$ cat config.mk
export PLATFORM = sky130hd
export DESIGN_NAME = mem_ahb_master
export DESIGN_NICKNAME = d
export VERILOG_FILES = /design/src/rtl/mem_ahb_master.sv
export SDC_FILE = /design/constraint.sdc
export NUM_CORES = 1
export LEC_CHECK = 0
export ABC_CLOCK_PERIOD_IN_PS = 3300
export BUFFER_PORTS_ARGS = -buffer_cell sky130_fd_sc_hd__buf_2
export CAP_MARGIN = 10
export CORE_AREA = 2 2 102 104
export CTS_BUF_LIST = sky130_fd_sc_hd__clkbuf_4 sky130_fd_sc_hd__clkbuf_8 sky130_fd_sc_hd__clkbuf_16
export DETAILED_ROUTE_END_ITERATION = 16
export DIE_AREA = 0 0 104 106
export PLACE_DENSITY = 0.75
export SETUP_SLACK_MARGIN = 0.2
export SLEW_MARGIN = 20
export SYNTH_ARGS = -nofsm -noshare
export SYNTH_HDL_FRONTEND = slang
export SYNTH_SLANG_ARGS = --single-unit
$ cat constraint.sdc
create_clock -name Clk -period 3.3 [get_ports Clk]
set_clock_uncertainty 0.15 [all_clocks]
set_input_delay 0.66 -clock Clk [delete_from_list [all_inputs] [get_ports Clk]]
set_output_delay 0.66 -clock Clk [all_outputs]
set_load 0.02 [all_outputs]
$ cat src/rtl/mem_ahb_master.sv
`default_nettype none
// ============================================================================
//  Module   : mem_ahb_master
//  Purpose  : Bridges a simple level-request memory port onto an AHB-Lite
//             master, one transfer at a time (no address pipelining).
//  Revision : 1.0 - initial release
// ============================================================================
module mem_ahb_master #(
    parameter int          ADDR_W    = 16,
    parameter logic [31:0] BASE_ADDR = 32'h2000_0000
) (
    input  logic              Clk,
    input  logic              Resetn,
    // requester side
    input  logic [ADDR_W-1:0] maddr,
    input  logic [1:0]        msize,
    input  logic [31:0]       mwdata,
    input  logic              mread,
    input  logic              mwrite,
    output logic [31:0]       mrdata,
    output logic              mready,
    output logic              merror,
    // AHB-Lite master
    output logic [31:0]       HADDR,
    output logic [1:0]        HTRANS,
    output logic              HWRITE,
    output logic [1:0]        HSIZE,
    output logic [31:0]       HWDATA,
    output logic              HSEL,
    output logic              HMASTLOCK,
    input  logic              HREADY,
    input  logic [31:0]       HRDATA,
    input  logic              HRESP
);

    localparam logic [2:0] c_ST_IDLE = 3'd0;
    localparam logic [2:0] c_ST_ADDR = 3'd1;
    localparam logic [2:0] c_ST_DATA = 3'd2;
    localparam logic [2:0] c_ST_ERR  = 3'd3;
    localparam logic [2:0] c_ST_DONE = 3'd4;

    localparam logic [1:0] c_HTRANS_IDLE   = 2'b00;
    localparam logic [1:0] c_HTRANS_NONSEQ = 2'b10;

    logic [2:0]  r_state;
    logic [31:0] r_haddr;
    logic [1:0]  r_hsize;
    logic        r_hwrite;
    logic [31:0] r_hwdata;
    logic [31:0] r_mrdata;
    logic        r_mready;
    logic        r_merror;

    logic        w_illegal;
    logic [31:0] w_wdata_rep;
    logic [31:0] w_rdata_sel;
    logic [31:0] w_addr_ext;

    assign w_addr_ext = {{(32 - ADDR_W){1'b0}}, maddr};

    // Simultaneous read+write, reserved size or misaligned address never reach the bus.
    assign w_illegal = (mread && mwrite)
                     || (msize == 2'b11)
                     || ((msize == 2'b01) && maddr[0])
                     || ((msize == 2'b10) && (maddr[1:0] != 2'b00));

    always_comb begin
        w_wdata_rep = mwdata;
        case (msize)
            2'b00:   w_wdata_rep = {4{mwdata[7:0]}};
            2'b01:   w_wdata_rep = {2{mwdata[15:0]}};
            default: w_wdata_rep = mwdata;
        endcase
    end

    // Read lanes are picked from the bus address actually issued, not maddr.
    always_comb begin
        w_rdata_sel = HRDATA;
        case (r_hsize)
            2'b00: begin
                case (r_haddr[1:0])
                    2'b00:   w_rdata_sel = {24'h0, HRDATA[7:0]};
                    2'b01:   w_rdata_sel = {24'h0, HRDATA[15:8]};
                    2'b10:   w_rdata_sel = {24'h0, HRDATA[23:16]};
                    default: w_rdata_sel = {24'h0, HRDATA[31:24]};
                endcase
            end
            2'b01:   w_rdata_sel = r_haddr[1] ? {16'h0, HRDATA[31:16]} : {16'h0, HRDATA[15:0]};
            default: w_rdata_sel = HRDATA;
        endcase
    end

    always_ff @(posedge Clk) begin
        if (!Resetn) begin
            r_state  <= c_ST_IDLE;
            r_haddr  <= BASE_ADDR;
            r_hsize  <= 2'b00;
            r_hwrite <= 1'b0;
            r_hwdata <= 32'h0;
            r_mrdata <= 32'h0;
            r_mready <= 1'b0;
            r_merror <= 1'b0;
        end else begin
            r_mready <= 1'b0;
            r_merror <= 1'b0;
            case (r_state)
                c_ST_IDLE: begin
                    if (mread || mwrite) begin
                        if (w_illegal) begin
                            r_state  <= c_ST_DONE;
                            r_mready <= 1'b1;
                            r_merror <= 1'b1;
                        end else begin
                            r_haddr  <= BASE_ADDR + w_addr_ext;
                            r_hsize  <= msize;
                            r_hwrite <= mwrite;
                            r_hwdata <= w_wdata_rep;
                            r_state  <= c_ST_ADDR;
                        end
                    end
                end
                c_ST_ADDR: begin
                    if (HREADY) begin
                        r_state <= c_ST_DATA;
                    end
                end
                c_ST_DATA: begin
                    if (HRESP) begin
                        // A single-cycle error is a protocol slip by the slave; still report it.
                        if (HREADY) begin
                            r_state  <= c_ST_DONE;
                            r_mready <= 1'b1;
                            r_merror <= 1'b1;
                        end else begin
                            r_state <= c_ST_ERR;
                        end
                    end else if (HREADY) begin
                        if (!r_hwrite) begin
                            r_mrdata <= w_rdata_sel;
                        end
                        r_state  <= c_ST_DONE;
                        r_mready <= 1'b1;
                    end
                end
                c_ST_ERR: begin
                    if (HREADY) begin
                        r_state  <= c_ST_DONE;
                        r_mready <= 1'b1;
                        r_merror <= 1'b1;
                    end
                end
                c_ST_DONE: begin
                    r_state <= c_ST_IDLE;
                end
                default: begin
                    r_state <= c_ST_IDLE;
                end
            endcase
        end
    end

    assign HTRANS    = (r_state == c_ST_ADDR) ? c_HTRANS_NONSEQ : c_HTRANS_IDLE;
    assign HADDR     = r_haddr;
    assign HSIZE     = r_hsize;
    assign HWRITE    = r_hwrite;
    assign HWDATA    = r_hwdata;
    assign HSEL      = 1'b1;
    assign HMASTLOCK = 1'b0;
    assign mrdata    = r_mrdata;
    assign mready    = r_mready;
    assign merror    = r_merror;

endmodule
`default_nettype wire

==> flow_summary.ini <==
[placed_design]
post-place-cells = 786
dpl_cell_area_mm2 = 0.005151
dpl_worst_slack_ns = 0.7604
gp_congestion = 0.8506
dp.final_hpwl_um = 8589
port_buffers = 173

[final_layout]
diodes = 0
drive_above_1_share_pct = 31.98
stdcell_count = 802
syn2layout_area_growth_pct = 23.79
final_area_mm2 = 0.005371
final_nets = 749

[worst_setup_path]
cp_max_fo = 52
worst_ep_required_time_ns = 3.39
crit_type = primary input to flop
reg2reg_depth = 4
endpoint_kind = flop
cp.arrival_ns = 2.27
rrSetupSlack_ns = 1.30
cp-start-kind = primary input
crit-reg2reg-launch = r_state[1]
crit_end = HWDATA[8]
rr_endpoint = mrdata[8]
crit_start = msize[0]

[synthesis]
ys_seq_area_share_pct = 40.60
synth.area.mux_share_pct = 5.825
synth_xor_area_share_pct = 0.2018
synth_area_mm2 = 0.004339
synth_compound_area_share_pct = 26.56
synth_most_common_cell = nand2_1
synth_seq_cells = 88
avgSynthCellArea_um2 = 8.458
synthAdderAreaFrac_pct = 0
synth_edf_count = 0
ys_async_sr_fraction_pct = 0
synthTopCellsByArea = dfxtp_1, nand2_1, a21boi_0
yosysWarnings = 0
synth_top_area_share_pct = 40.60
synth-main-ff-cell = dfxtp_1
synthCells = 513
ys_top_cells_by_count = nand2_1, dfxtp_1, o21ai_0
synth_top_family_by_area = compound AO/OA/AOI/OAI gates
synth_top_cell_by_area = dfxtp_1
yosys.area_share.simple_pct = 17.73
yosys.cell_types.count = 39

[floorplanning]
row_count = 37
initial_utilization_pct = 43.39
core_area_mm2 = 0.01000
ioPinCount = 193
fp.dieW_um = 104
die-area_mm2 = 0.01102
fp.dieH_um = 106

[power_and_ir_drop]
p_leak_uw = 0.002648
peakVddDrop_mv = 0.2295
p_per_area_mw_per_mm2 = 460.5
total_power_uw = 2473

[clock_network]
cts-htree-levels = 3
postCtsSetupBuffers = 0
root_buffer = clkbuf_8
cts_resized = 0
clk_path_buf_depth = 2
cts_num_sinks = 88
insertion_delay_ns = 0.35
path_clk_slew_ns = 0.09
hold_buffers = 0
numCtsBuffers = 9
cts_tree = done

[global_routing]
grt_pass1_vias = 3954
grt_antenna_before_repair = 0
track_usage_pct = 20.87
grt_max_degree = 53
grt_first_pass_wirelength_um = 19030
grt-ovfl-total = 0

[timing]
fmax_ghz = 0.4589
relSlewSlack_pct = 58.29
worst_pin_slew_ns = 0.6244
rsz0062_at_grt = no
hold_viol = 0
setup_viol = 0
finalMaxSlewViolations = 0
layout_setup_ws_ns = 1.121
post-route-period-util_pct = 66.03
fin_tns_setup_ns = 0
min_period_ns = 2.179

[detailed_routing]
wl_um = 11890
dr.pass1.iters = 5
vias_per_cell = 5.264
drc = 0
first_iter_violations = 197
ant_nets = 0
vias = 4222
post_drt_wl_per_cell_um = 14.82

[run]
cap_violations = 0

[run_status]
status = finished clean

[min_path]
min_path_type = flop to flop
## where the power goes
group / switching (uW) / leakage (uW) / internal, uW
sequential: 38.6 / 0.000715 / 1120
combinational: 305 / 0.00182 / 184
clock: 382 / 0.000110 / 444
total: 725 / 0.00265 / 1750
## worst max-delay path, cell delays in order
cell,delay (ns)
buf_2,0.24
nor3_1,0.36
o211a_2,0.47
buf_12,0.27
nand3_1,0.11
o211a_1,0.14
## how the worst min path moves through the flow
stage | startpoint | endpoint | slack [ns] | cells past startpoint
final | HADDR[11] | HADDR[11] | 0.31 | 2
after floorplan | mrdata[31] | mrdata[31] | 0.38 | 2
after detailed placement | HADDR[11] | HADDR[11] | 0.30 | 2
after global routing | HWDATA[28] | HWDATA[28] | 0.33 | 2
after global placement | HADDR[8] | HADDR[8] | 0.29 | 2
after CTS | HWDATA[26] | HWDATA[26] | 0.31 | 2
## through the flow
step / hold WS [ns] / utilization, %
floorplan: 0.3780 / -
finish: 0.3057 / 53.72
detailed placement: 0.2981 / 51.51
global route: 0.3303 / 53.72
global placement: 0.2901 / 51.51
CTS: 0.3109 / 53.72
## state kept, by name, indices dropped and copies added, names as in the netlist
name / flops
mready: 1
merror: 1
HSIZE: 2
HWRITE: 1
HWDATA: 32
mrdata: 32
r_state: 3
HADDR: 16
## layer usage
| layer | up-vias | track usage, % | routed length [um] | share of wire (%) |
|---|---|---|---|---|
| li1 | 2052 | - | - | - |
| met1 | 1952 | 25.31 | 5056 | 43 |
| met2 | 204 | 36.33 | 5654 | 48 |
| met3 | 14 | 5.273 | 1019 | 8.6 |
| met4 | 0 | 6.757 | 157 | 1.3 |
| met5 | - | 0 | 0 | 0 |
## cell families (layout without fill, tap and decap cells)
| logic type | after synthesis | count (layout) |
|---|---|---|
| simple gates | 175 | 175 |
| xor+xnor | 1 | 1 |
| buf+inv | 66 | 202 |
| mux | 24 | 24 |
| other cells | 2 | 19 |
| flops | 88 | 88 |
| compound gates | 157 | 157 |
## cells in the final DEF (no fill, tap or decap), drive strengths merged, types with 11 or more instances in the layout
master,instances
nand2,112
clkbuf,11
a21oi,20
a21boi,50
nand3,26
nor2,19
dfxtp,88
o21ai,37
buf,183
conb,19
mux2i,23
o211a,17
## cell type report
type	instances	area [um2]
Clock buffer	11	138.9
Clock inverter	5	81.33
Fill cell	984	4628
Inverter	3	11.26
Multi-Input combinational cell	376	2255
Sequential cell	88	1762
Tap cell	136	170.2
Timing Repair Buffer	183	953.4
No activity file was read; power rests on OpenSTA's default activity.
